File: src/rtl/uart_tx_arbiter_if.sv
// uart_tx_arbiter_if: bundle of requester-side and UART-TX-side signals used by
// uart_tx_arbiter.
// Handshake: a requester holds req[i] high with its req_data slice and
// req_last[i] stable until it sees the one-cycle req_ack[i] pulse, then it
// advances to its next byte. The arbiter launches each byte with a one-cycle
// tx_valid pulse, and tx_data stays stable until the next launch. The TX FSM
// answers with tx_busy, and the falling edge of tx_busy marks the end of the
// frame.
interface uart_tx_arbiter_if #(
    parameter int NUM_REQ    = 4,
    parameter int DATA_WIDTH = 8
);
    logic [NUM_REQ-1:0]            req;
    logic [NUM_REQ*DATA_WIDTH-1:0] req_data;
    logic [NUM_REQ-1:0]            req_last;
    logic [NUM_REQ-1:0]            req_ack;
    logic [NUM_REQ-1:0]            grant;
    logic [DATA_WIDTH-1:0]         tx_data;
    logic                          tx_valid;
    logic                          tx_busy;
    logic                          err_timeout;

    // Arbiter side
    modport master (
        input  req, req_data, req_last, tx_busy,
        output req_ack, grant, tx_data, tx_valid, err_timeout
    );

    // Requesters and TX datapath side
    modport slave (
        output req, req_data, req_last, tx_busy,
        input  req_ack, grant, tx_data, tx_valid, err_timeout
    );
endinterface

File: src/rtl/uart_tx_arbiter.sv
// uart_tx_arbiter: round-robin arbiter and byte sequencer that shares one UART
// transmitter between NUM_REQ requesters. A requester owns the transmitter for
// a whole packet. Each byte is launched with a one-cycle tx_valid pulse and is
// followed through tx_busy until the frame ends.
// Optional launch watchdog: define UART_TX_ARB_TIMEOUT_EN. When it is enabled,
// the packet is abandoned and err_timeout pulses if tx_busy does not rise
// within TIMEOUT_CYCLES cycles after a launch.
// All outputs are registered. o_dbg_state exposes the FSM state
// (0 IDLE, 1 LAUNCH, 2 WAIT_BUSY, 3 WAIT_DONE, 4 HOLD).
module uart_tx_arbiter #(
    parameter int NUM_REQ        = 4,
    parameter int DATA_WIDTH     = 8,
    parameter int TIMEOUT_CYCLES = 16
) (
    input  logic                    CLK,
    input  logic                    RST,
    uart_tx_arbiter_if.master       io_bus,
    output logic [2:0]              o_dbg_state
);
    localparam int PTR_W = (NUM_REQ > 1) ? $clog2(NUM_REQ) : 1;

    typedef enum logic [2:0] {
        S_IDLE      = 3'd0,
        S_LAUNCH    = 3'd1,
        S_WAIT_BUSY = 3'd2,
        S_WAIT_DONE = 3'd3,
        S_HOLD      = 3'd4
    } state_t;

    state_t                r_state,    w_state_nxt;
    logic [PTR_W-1:0]      r_ptr,      w_ptr_nxt;
    logic [NUM_REQ-1:0]    r_grant,    w_grant_nxt;
    logic [NUM_REQ-1:0]    r_req_ack,  w_req_ack_nxt;
    logic [DATA_WIDTH-1:0] r_tx_data,  w_tx_data_nxt;
    logic                  r_tx_valid, w_tx_valid_nxt;
    logic                  r_last,     w_last_nxt;

    logic [PTR_W-1:0]      w_winner;
    logic                  w_found;
    logic [PTR_W:0]        w_sum;
    logic [NUM_REQ-1:0]    w_win_onehot;
    logic [DATA_WIDTH-1:0] w_sel_data;
    logic                  w_sel_last;
    logic                  w_sel_req;

`ifdef UART_TX_ARB_TIMEOUT_EN
    localparam int CNT_W = $clog2(TIMEOUT_CYCLES + 1);
    logic [CNT_W-1:0]      r_cnt, w_cnt_nxt;
    logic                  r_err, w_err_nxt;
`endif

    // Round-robin search: the first requesting index after r_ptr, with wrap.
    always_comb begin
        w_found  = 1'b0;
        w_winner = r_ptr;
        w_sum    = '0;
        for (int k = 1; k <= NUM_REQ; k++) begin
            w_sum = {1'b0, r_ptr} + (PTR_W+1)'(k);
            if (w_sum >= (PTR_W+1)'(NUM_REQ)) begin
                w_sum = w_sum - (PTR_W+1)'(NUM_REQ);
            end
            if (!w_found && io_bus.req[w_sum[PTR_W-1:0]]) begin
                w_found  = 1'b1;
                w_winner = w_sum[PTR_W-1:0];
            end
        end
    end

    // Select the current owner's inputs and build the one-hot form of the winner.
    always_comb begin
        w_sel_data   = '0;
        w_sel_last   = 1'b0;
        w_sel_req    = 1'b0;
        w_win_onehot = '0;
        for (int i = 0; i < NUM_REQ; i++) begin
            if (r_ptr == PTR_W'(i)) begin
                w_sel_data = io_bus.req_data[i*DATA_WIDTH +: DATA_WIDTH];
                w_sel_last = io_bus.req_last[i];
                w_sel_req  = io_bus.req[i];
            end
            if (w_winner == PTR_W'(i)) begin
                w_win_onehot[i] = 1'b1;
            end
        end
    end

    // Next-state and next-output logic; every registered output is computed here.
    always_comb begin
        w_state_nxt    = r_state;
        w_ptr_nxt      = r_ptr;
        w_grant_nxt    = r_grant;
        w_req_ack_nxt  = '0;
        w_tx_valid_nxt = 1'b0;
        w_tx_data_nxt  = r_tx_data;
        w_last_nxt     = r_last;
`ifdef UART_TX_ARB_TIMEOUT_EN
        w_cnt_nxt      = r_cnt;
        w_err_nxt      = 1'b0;
`endif
        case (r_state)
            S_IDLE: begin
                // The pointer moves only here, so a packet is never interrupted.
                if (w_found) begin
                    w_grant_nxt = w_win_onehot;
                    w_ptr_nxt   = w_winner;
                    w_state_nxt = S_LAUNCH;
                end
            end
            S_LAUNCH: begin
                w_tx_valid_nxt = 1'b1;
                w_tx_data_nxt  = w_sel_data;
                w_req_ack_nxt  = r_grant;
                w_last_nxt     = w_sel_last;
`ifdef UART_TX_ARB_TIMEOUT_EN
                w_cnt_nxt      = '0;
`endif
                w_state_nxt    = S_WAIT_BUSY;
            end
            S_WAIT_BUSY: begin
                if (io_bus.tx_busy) begin
                    w_state_nxt = S_WAIT_DONE;
                end
`ifdef UART_TX_ARB_TIMEOUT_EN
                else if (r_cnt == CNT_W'(TIMEOUT_CYCLES - 1)) begin
                    // The transmitter never answered: abandon the packet and keep the pointer.
                    w_err_nxt   = 1'b1;
                    w_grant_nxt = '0;
                    w_state_nxt = S_IDLE;
                end else begin
                    w_cnt_nxt = r_cnt + 1'b1;
                end
`endif
            end
            S_WAIT_DONE: begin
                if (!io_bus.tx_busy) begin
                    if (r_last) begin
                        w_grant_nxt = '0;
                        w_state_nxt = S_IDLE;
                    end else if (w_sel_req) begin
                        w_state_nxt = S_LAUNCH;
                    end else begin
                        w_state_nxt = S_HOLD;
                    end
                end
            end
            S_HOLD: begin
                // The grant stays with the owner until it presents the next byte.
                if (w_sel_req) begin
                    w_state_nxt = S_LAUNCH;
                end
            end
            default: begin
                w_grant_nxt = '0;
                w_state_nxt = S_IDLE;
            end
        endcase
    end

    // State and output registers with synchronous reset.
    always_ff @(posedge CLK) begin
        if (RST) begin
            r_state    <= S_IDLE;
            r_ptr      <= PTR_W'(NUM_REQ - 1);
            r_grant    <= '0;
            r_req_ack  <= '0;
            r_tx_valid <= 1'b0;
            r_tx_data  <= '0;
            r_last     <= 1'b0;
`ifdef UART_TX_ARB_TIMEOUT_EN
            r_cnt      <= '0;
            r_err      <= 1'b0;
`endif
        end else begin
            r_state    <= w_state_nxt;
            r_ptr      <= w_ptr_nxt;
            r_grant    <= w_grant_nxt;
            r_req_ack  <= w_req_ack_nxt;
            r_tx_valid <= w_tx_valid_nxt;
            r_tx_data  <= w_tx_data_nxt;
            r_last     <= w_last_nxt;
`ifdef UART_TX_ARB_TIMEOUT_EN
            r_cnt      <= w_cnt_nxt;
            r_err      <= w_err_nxt;
`endif
        end
    end

    assign io_bus.grant    = r_grant;
    assign io_bus.req_ack  = r_req_ack;
    assign io_bus.tx_valid = r_tx_valid;
    assign io_bus.tx_data  = r_tx_data;
    assign o_dbg_state     = r_state;

`ifdef UART_TX_ARB_TIMEOUT_EN
    assign io_bus.err_timeout = r_err;
`else
    // Without the watchdog, err_timeout never fires; TIMEOUT_CYCLES is only
    // referenced here so that the parameter list is the same in both builds.
    assign io_bus.err_timeout = 1'b0 & (TIMEOUT_CYCLES > 0);
`endif
endmodule

File: src/flat_wrapper.sv
// flat-port wrapper written by rule: the top's interface ports become plain ports
module uart_tx_arbiter_flat 
#(
    parameter int NUM_REQ        = 4,
    parameter int DATA_WIDTH     = 8,
    parameter int TIMEOUT_CYCLES = 16
)
  (CLK, RST, o_dbg_state, io_bus_req, io_bus_req_data, io_bus_req_last, io_bus_tx_busy, io_bus_req_ack, io_bus_grant, io_bus_tx_data, io_bus_tx_valid, io_bus_err_timeout);
  uart_tx_arbiter_if #(.NUM_REQ(NUM_REQ), .DATA_WIDTH(DATA_WIDTH)) io_bus_i ();
  input  logic CLK;
  input  logic RST;
  output logic [2:0] o_dbg_state;
  input wire logic [$bits(io_bus_i.req)-1:0] io_bus_req;
  input wire logic [$bits(io_bus_i.req_data)-1:0] io_bus_req_data;
  input wire logic [$bits(io_bus_i.req_last)-1:0] io_bus_req_last;
  input wire logic [$bits(io_bus_i.tx_busy)-1:0] io_bus_tx_busy;
  output wire logic [$bits(io_bus_i.req_ack)-1:0] io_bus_req_ack;
  output wire logic [$bits(io_bus_i.grant)-1:0] io_bus_grant;
  output wire logic [$bits(io_bus_i.tx_data)-1:0] io_bus_tx_data;
  output wire logic [$bits(io_bus_i.tx_valid)-1:0] io_bus_tx_valid;
  output wire logic [$bits(io_bus_i.err_timeout)-1:0] io_bus_err_timeout;
  assign io_bus_i.req = io_bus_req;
  assign io_bus_i.req_data = io_bus_req_data;
  assign io_bus_i.req_last = io_bus_req_last;
  assign io_bus_i.tx_busy = io_bus_tx_busy;
  assign io_bus_req_ack = io_bus_i.req_ack;
  assign io_bus_grant = io_bus_i.grant;
  assign io_bus_tx_data = io_bus_i.tx_data;
  assign io_bus_tx_valid = io_bus_i.tx_valid;
  assign io_bus_err_timeout = io_bus_i.err_timeout;
  uart_tx_arbiter #(.NUM_REQ(NUM_REQ), .DATA_WIDTH(DATA_WIDTH), .TIMEOUT_CYCLES(TIMEOUT_CYCLES)) u_core (.CLK(CLK), .RST(RST), .io_bus(io_bus_i), .o_dbg_state(o_dbg_state));
endmodule
File: config.mk
export PLATFORM = sky130hd
export DESIGN_NAME = uart_tx_arbiter_flat
export DESIGN_NICKNAME = d
export VERILOG_FILES = /design/src/rtl/uart_tx_arbiter_if.sv /design/src/rtl/uart_tx_arbiter.sv /design/src/flat_wrapper.sv
export SDC_FILE = /design/constraint.sdc
export NUM_CORES = 1
export LEC_CHECK = 0
export CAP_MARGIN = 20
export CORE_UTILIZATION = 45
export DETAILED_ROUTE_END_ITERATION = 8
export PLACE_DENSITY = 0.9
export SETUP_SLACK_MARGIN = 0.3
export SYNTH_ARGS = -nofsm -noshare
export SYNTH_HDL_FRONTEND = slang
export SYNTH_SLANG_ARGS = --single-unit
export TNS_END_PERCENT = 20
File: constraint.sdc
create_clock -name CLK -period 3.83 [get_ports CLK]
set_clock_uncertainty 0.1 [all_clocks]
set_input_delay 0.5745 -clock CLK [delete_from_list [all_inputs] [get_ports CLK]]
set_output_delay 0.5745 -clock CLK [all_outputs]
set_load 0.01 [all_outputs]
==> qor.csv, run 1 <==
metric,value,unit
status,finished clean,
Synth Flop Type,dfxtp_1,
worst-margin pin slew,1.05,ns
total power,1.52,mW
post-CTS setup buffer count,0,
synthesized cell area,1470,um^2
Rel. slew slack,29.7,%
Synth cell types,43,
final antenna diode count,0,
RSZ-0062 raised after global routing,no,
Skew-Pair Late Insertion Delay,0.30,ns
die area,3510,um^2
largest net degree at the start of global routing,22,
GRT Residual Overflow,0,
power share of the clock group,7.2,%
Net Sw Frac,44.5,%
Final nets,272,
"Hold Vio Cnt, Final",0,
CTS tree,done,
CTS-repair resized insts,0,
"area leader, netlist",dfxtp_1,
critical path's slowest cell,dfxtp_1,
adder-cell share of the synthesized area,3.40,%
placed cells,264,
"non-filler cells, final",268,
Buf/Inv on CP,1,
compound-gate portion of the synthesized area,27.0,%
"Reg clk slew, reported paths",0.12,ns
Power Density,717,nW/um^2
initial antenna violation count,0,
VDD IR-drop max,363,uV
Pre-antenna DRT Iters,4,
via/cell ratio,5.34,
ANT nets after route,0,
FILL cells,272,
Rows,20,
# Max-Cap Violations,0,
Sw Pwr,0.677,mW
ys async rst share,0,%
Hold WS,0.390,ns
Detailed Route Iter0 Violations,49,
Routed wire per std cell,13.6,um
Post-Syn Instances,170,
Leakage,0.777,nW
Synthesis Warnings,0,
dpl hpwl,2830,um
TritonCTS sink count,23,
placeable core area,3080,um^2
Vias,1430,
TNS Setup,0,ns
Mapped Nets,217,
maximum clock rate,360,MHz
largest family of logic cells by synthesized area,compound AO/OA/AOI/OAI gates,
synthesized area per cell,8.67,um^2
IO Count,64,
mux cell area share after synthesis,7.56,%
Die Span X,59.2,um
Max stage delay on crit path,0.58,ns
Num CTS Buffers,3,
crit-path cells,"inv_1, ha_1, mux4_2, or2_4, or3_1, a211oi_2, a221oi_1",
Simple-Gate Fraction of Synth Area,23.9,%
number of flops mapped to enable cells by yosys,0,
Gate power share,67.7,%
P_int,0.844,mW
CTS root buffer,clkbuf_4,
WL final,3640,um
sequential power share,25.1,%
CP endpoint kind,register,
"top cells by area, synth","dfxtp_1 (31%), mux4_2 (6.1%), a211oi_1 (5.6%), a221oi_1 (5.3%), nor2b_1 (4.7%)",
ratio of cells with drive above 1 in the final layout,8.04,%
max-slew violations,0,
Area Overhead vs Synth,44.0,%
xor and xnor area share after synthesis,1.19,%
Die Ht,59.2,um
Crit path arrival time,2.85,ns
Critical Path Start Type,register,
crit path kind,register to register,
H-Tree Depth,1,
vias in the first global route,1254,
global-route wire length before repair,5830,um
number of port buffers,62,
Post-CTS Hold Fix Bufs,0,
final setup violating endpoints,0,
Placer Congestion,0.837,
final period utilization,72.6,%
Yosys reg bits,23,
sequential fraction of the synthesis area,31.2,%
GRT Overall Usage,21.7,%
clk buf depth,2,
hold crit path type,register to register,
Top delay family on crit path,simple AND/OR/NAND/NOR gates,
clock period minus worst slack,2.78,ns
CP required,3.90,ns
CP Max Fanout,10,
share of the synthesized area in the top cell type,31.2,%
Initial Util,47.9,%
# DRC,0,
routing by layer:
metal,up-vias,track usage [%],wire [um]
met5,-,0,0
met4,0,9.86,47
met3,7,3.49,124
met2,39,30.8,1680
met1,639,32.0,1790
li1,745,-,-
metrics by stage:
step	utilization [%]	instance area [um^2]	setup slack, ns
6_report	68.9	2120	1.05
5_1_grt	68.9	2120	0.903
4_1_cts	68.9	2120	1.08
3_5_place_dp	68.1	2100	0.912
3_3_place_gp	68.1	2100	0.980
2_1_floorplan	-	1470	1.31
final timing paths:
kind | to | start | depth (start not counted) | slack, ns
setup / recovery | u_core.o_dbg_state[0]$_SDFFE_PP0P_ | u_core.r_ptr[1]$_SDFFE_PP1P_ | 7 | 1.05
hold reg to reg | u_core.io_bus.grant[3]$_SDFFE_PP0P_ | u_core.io_bus.grant[3]$_SDFFE_PP0P_ | 2 | 0.39
hold / removal | u_core.io_bus.grant[3]$_SDFFE_PP0P_ | u_core.io_bus.grant[3]$_SDFFE_PP0P_ | 2 | 0.39
setup reg to reg | u_core.o_dbg_state[0]$_SDFFE_PP0P_ | u_core.r_ptr[1]$_SDFFE_PP1P_ | 7 | 1.05
cell usage after synthesis (2+ instances only):
cell and n:
and2_1 4, nand2_1 11, o211a_1 2, nor2_1 16, a211oi_1 11, a32o_2 2, a221oi_1 9, clkbuf_1 9
mux4_2 4, o211ai_1 5, nor3b_1 2, xnor2_1 2, dfxtp_1 23, nand3b_1 3, a21oi_1 12, ha_1 4
nor3_1 10, inv_1 5, nor2b_1 11, o31ai_1 2
flip-flops by register name, indices dropped and copies added, names as in the netlist:
signal,cells
u_core.r_ptr,2
u_core.r_last,1
u_core.io_bus.tx_data,8
u_core.io_bus.grant,4
u_core.o_dbg_state,3
u_core.io_bus.req_ack,4
u_core.io_bus.tx_valid,1
worst reg2reg max path, cell delays in order, from the launching register on:
cell	delay, ns
dfxtp_1	0.58
inv_1	0.18
ha_1	0.40
mux4_2	0.39
or2_4	0.28
or3_1	0.42
a211oi_2	0.20
a221oi_1	0.10
cell families after synthesis:
| group | Yosys count |
|---|---|
| adders and majority gates | 4 |
| buffers and inverters | 18 |
| DFF | 23 |
| muxes | 6 |
| and+or+nand+nor | 65 |
| xor gates and xnor gates | 2 |
| other | 1 |
| AOI/OAI and AO/OA | 51 |
area by class of cell:
| type | count | area (um^2) | share of cell area (%) |
|---|---|---|---|
| Clock buffer | 4 | 26.3 | 1.24 |
| Inverter | 5 | 18.8 | 0.884 |
| Multi-Input combinational cell | 129 | 933 | 44.0 |
| Sequential cell | 23 | 460 | 21.7 |
| Tap cell | 44 | 55.1 | 2.59 |
| Timing Repair Buffer | 63 | 628 | 29.6 |
layout by cell type (no fill, tap or decap), drive strengths merged, types with 5 or more instances in the layout:
cell / n
a211oi: 12
a21oi: 12
a221oi: 9
clkdlybuf4s50: 62
dfxtp: 23
inv: 5
nand2: 11
nor2: 17
nor2b: 11
nor3: 10
o211ai: 5
power groups by stage:
| stage | Clock [mW] | Combinational, mW | Sequential [mW] |
|---|---|---|---|
| floorplan | 0 | 0.715 | 0.399 |
| global placement | 0 | 1.00 | 0.384 |
| detailed placement | 0 | 1.02 | 0.388 |
| CTS | 0.110 | 1.02 | 0.382 |
| global route | 0.125 | 1.12 | 0.397 |
| finish | 0.110 | 1.03 | 0.382 |
Power figures use the tool's default switching activity.
==> inputs of run 2 (changes only) <==
--- a/config.mk
+++ b/config.mk
@@ -6,9 +6,9 @@
 export NUM_CORES = 1
 export LEC_CHECK = 0
 export CAP_MARGIN = 20
-export CORE_UTILIZATION = 45
+export CORE_UTILIZATION = 42
 export DETAILED_ROUTE_END_ITERATION = 8
-export PLACE_DENSITY = 0.9
+export PLACE_DENSITY = 0.85
 export SETUP_SLACK_MARGIN = 0.3
 export SYNTH_ARGS = -nofsm -noshare
 export SYNTH_HDL_FRONTEND = slang
==> constraint.sdc (replaced) <==
create_clock -name CLK -period 2.7 [get_ports CLK]
set_clock_uncertainty 0.1 [all_clocks]
set_input_delay 0.405 -clock CLK [delete_from_list [all_inputs] [get_ports CLK]]
set_output_delay 0.405 -clock CLK [all_outputs]
set_load 0.01 [all_outputs]
==> run 2 against run 1 <==
Net effect: cell count rose by 6.3%; cell area up 7.2%; largest cell class unchanged; clock power up 52%.
==> qor.csv, run 2 (synthesis gave the netlist of run 1 again) <==
metric,value,unit,change
GRT Residual Overflow,0,,unchanged
# DRC,0,,unchanged
number of port buffers,62,,unchanged
metal2 WL,2170,um,+29%
FILL cells,281,,+3.3%
CP Max Fanout,8,,-2
max-slew violations,0,,unchanged
vias in the first global route,1349,,+7.6%
CP required,2.80,ns,-1.10 ns
Vias,1580,,+10%
power share of the clock group,6.9,%,-0.3 points
Worst R2R Setup Slack,0.38,ns,-0.67 ns
RSZ-0062 raised after global routing,no,,
WL final,4180,um,+15%
"Hold Vio Cnt, Final",0,,unchanged
Rows,21,,+5.0%
P_int,1.37,mW,+62%
GRT Overall Usage,22.0,%,+0.24 points
final antenna diode count,0,,unchanged
sequential power share,22.6,%,-2.5 points
total power,2.43,mW,+59%
multi-input combinational cell area,960,um^2,+2.8%
H-Tree Depth,1,,unchanged
# Max-Cap Violations,0,,unchanged
Post-CTS Hold Fix Bufs,0,,unchanged
Hold Crit Start,u_core.io_bus.grant[3]$_SDFFE_PP0P_,,
worst hold stages,2,,unchanged
wl on met1,1790,um,about the same
Final nets,287,,+5.5%
worst-margin pin slew,0.594,ns,-0.457 ns
Crit path arrival time,2.42,ns,-0.43 ns
Gate power share,70.5,%,+2.8 points
Sw Pwr,1.06,mW,+56%
"commonest cells after routing, fill and taps aside","clkdlybuf4s50_1 (62), dfxtp_1 (22), nor2_1 (16)",,
maximum clock rate,431,MHz,+20%
Largest register FFs,8,,unchanged
TNS Setup,0,ns,unchanged
Power Density,1070,nW/um^2,+49%
Initial Util,44.2,%,-3.7 points
initial antenna violation count,0,,unchanged
Leakage,0.848,nW,+9.2%
Die Ht,61.2,um,+3.4%
top sig layer,met4,,
CTS tree,done,,
final period utilization,86.0,%,+13 points
dpl hpwl,3200,um,+13%
largest net degree at the start of global routing,19,,-14%
CTS root buffer,clkbuf_4,,
Placer Congestion,0.909,,+8.6%
hold crit path type,register to register,,
IO Count,64,,unchanged
crit path kind,register to register,,
Register Area,464,um^2,+0.82%
status,finished clean,,
Routed wire per std cell,14.7,um,+8.1%
TritonCTS sink count,23,,unchanged
Critical Path Start Type,register,,
CP endpoint kind,register,,
ratio of cells with drive above 1 in the final layout,16.3,%,+8.3 points
Reg2Reg Depth,6,,-1
Net Sw Frac,43.5,%,-1.0 points
Die Span X,61.2,um,+3.4%
Area Overhead vs Synth,54.3,%,
ANT nets after route,0,,unchanged
global-route wire length before repair,6060,um,+3.9%
Critical Path Start,u_core.r_ptr[0]$_SDFFE_PP1P_,,
Skew-Pair Late Insertion Delay,0.33,ns,+0.03 ns
"commonest non-fill, non-tap cell in the layout",clkdlybuf4s50_1,,
die area,3750,um^2,+6.9%
via/cell ratio,5.54,,+3.9%
Pre-antenna DRT Iters,4,,unchanged
placeable core area,3340,um^2,+8.4%
clock period minus worst slack,2.32,ns,-0.460 ns
Detailed Route Iter0 Violations,59,,+20%
"Reg clk slew, reported paths",0.14,ns,+0.02 ns
Rel. slew slack,60.3,%,+31 points
reg2reg start,u_core.r_ptr[0]$_SDFFE_PP1P_,,
clk buf depth,2,,unchanged
Num CTS Buffers,3,,unchanged
VDD IR-drop max,859,uV,+140%
final setup violating endpoints,0,,unchanged
DR WL met3,136,um,+9.7%
==> run 2: cell count changes in the layout (fill, tap and decap cells not counted), sizes merged <==
cell / delta
buf: +15
clkbuf: -1
clkinvlp: +1
==> run 2: per-stage QoR <==
stage | util [%] | instances | area, um^2 | setup WS, ns | hold WS [ns]
floorplan | - | 170 | 1490 | 0.333 | 0.386
global placement | 65.8 | 277 | 2190 | 0.130 | 0.360
detailed placement | 65.8 | 277 | 2190 | 0.0700 | 0.364
CTS | 67.0 | 281 | 2240 | 0.305 | 0.382
global route | 68.2 | 285 | 2270 | 0.306 | 0.426
finish | 68.2 | 285 | 2270 | 0.379 | 0.390
==> run 2: per-layer routing <==
| layer | global-route usage [%] | vias up |
|---|---|---|
| met2 | 33.9 | 41 |
| met5 | 0 | - |
| met1 | 29.9 | 753 |
| li1 | - | 777 |
| met4 | 12.7 | 0 |
| met3 | 2.10 | 9 |
==> run 2: layout make-up <==
type / instances / area share (%)
clock buffers: 3 / 0.990
multi-input cells: 129 / 42.2
flip-flops and latches: 23 / 20.4
clock inverters: 1 / 0.330
inverters: 5 / 0.825
repair buffers: 78 / 32.7
well taps: 46 / 2.53
==> run 2: repair_timing <==
| action | in CTS | in global routing |
|---|---|---|
| pin swaps | 0 | 3 |
| buffers inserted | 0 | 4 |
| gates resized for setup | 1 | 4 |
| endpoints found under the setup margin | 4 | 10 |
==> run 2: power groups by stage <==
stage | logic, mW | registers [mW] | clock network (mW)
2_1_floorplan | 1.04 | 0.568 | 0
3_3_place_gp | 1.54 | 0.545 | 0
3_5_place_dp | 1.58 | 0.550 | 0
4_1_cts | 1.61 | 0.544 | 0.168
5_1_grt | 1.85 | 0.567 | 0.179
6_report | 1.71 | 0.549 | 0.167
==> run 2: critical path, stage by stage, from the launching register on <==
cell and delay (ns):
dfxtp_4 0.42, buf_6 0.15, mux4_2 0.52, or2_4 0.28, or3_1 0.42, a211oi_2 0.20, a221oi_1 0.09
==> run 2: path summary, 6_finish.rpt <==
path,to
max reg2reg,u_core.o_dbg_state[0]$_SDFFE_PP0P_
min,u_core.io_bus.grant[3]$_SDFFE_PP0P_
max,u_core.o_dbg_state[0]$_SDFFE_PP0P_
min reg2reg,u_core.io_bus.grant[3]$_SDFFE_PP0P_
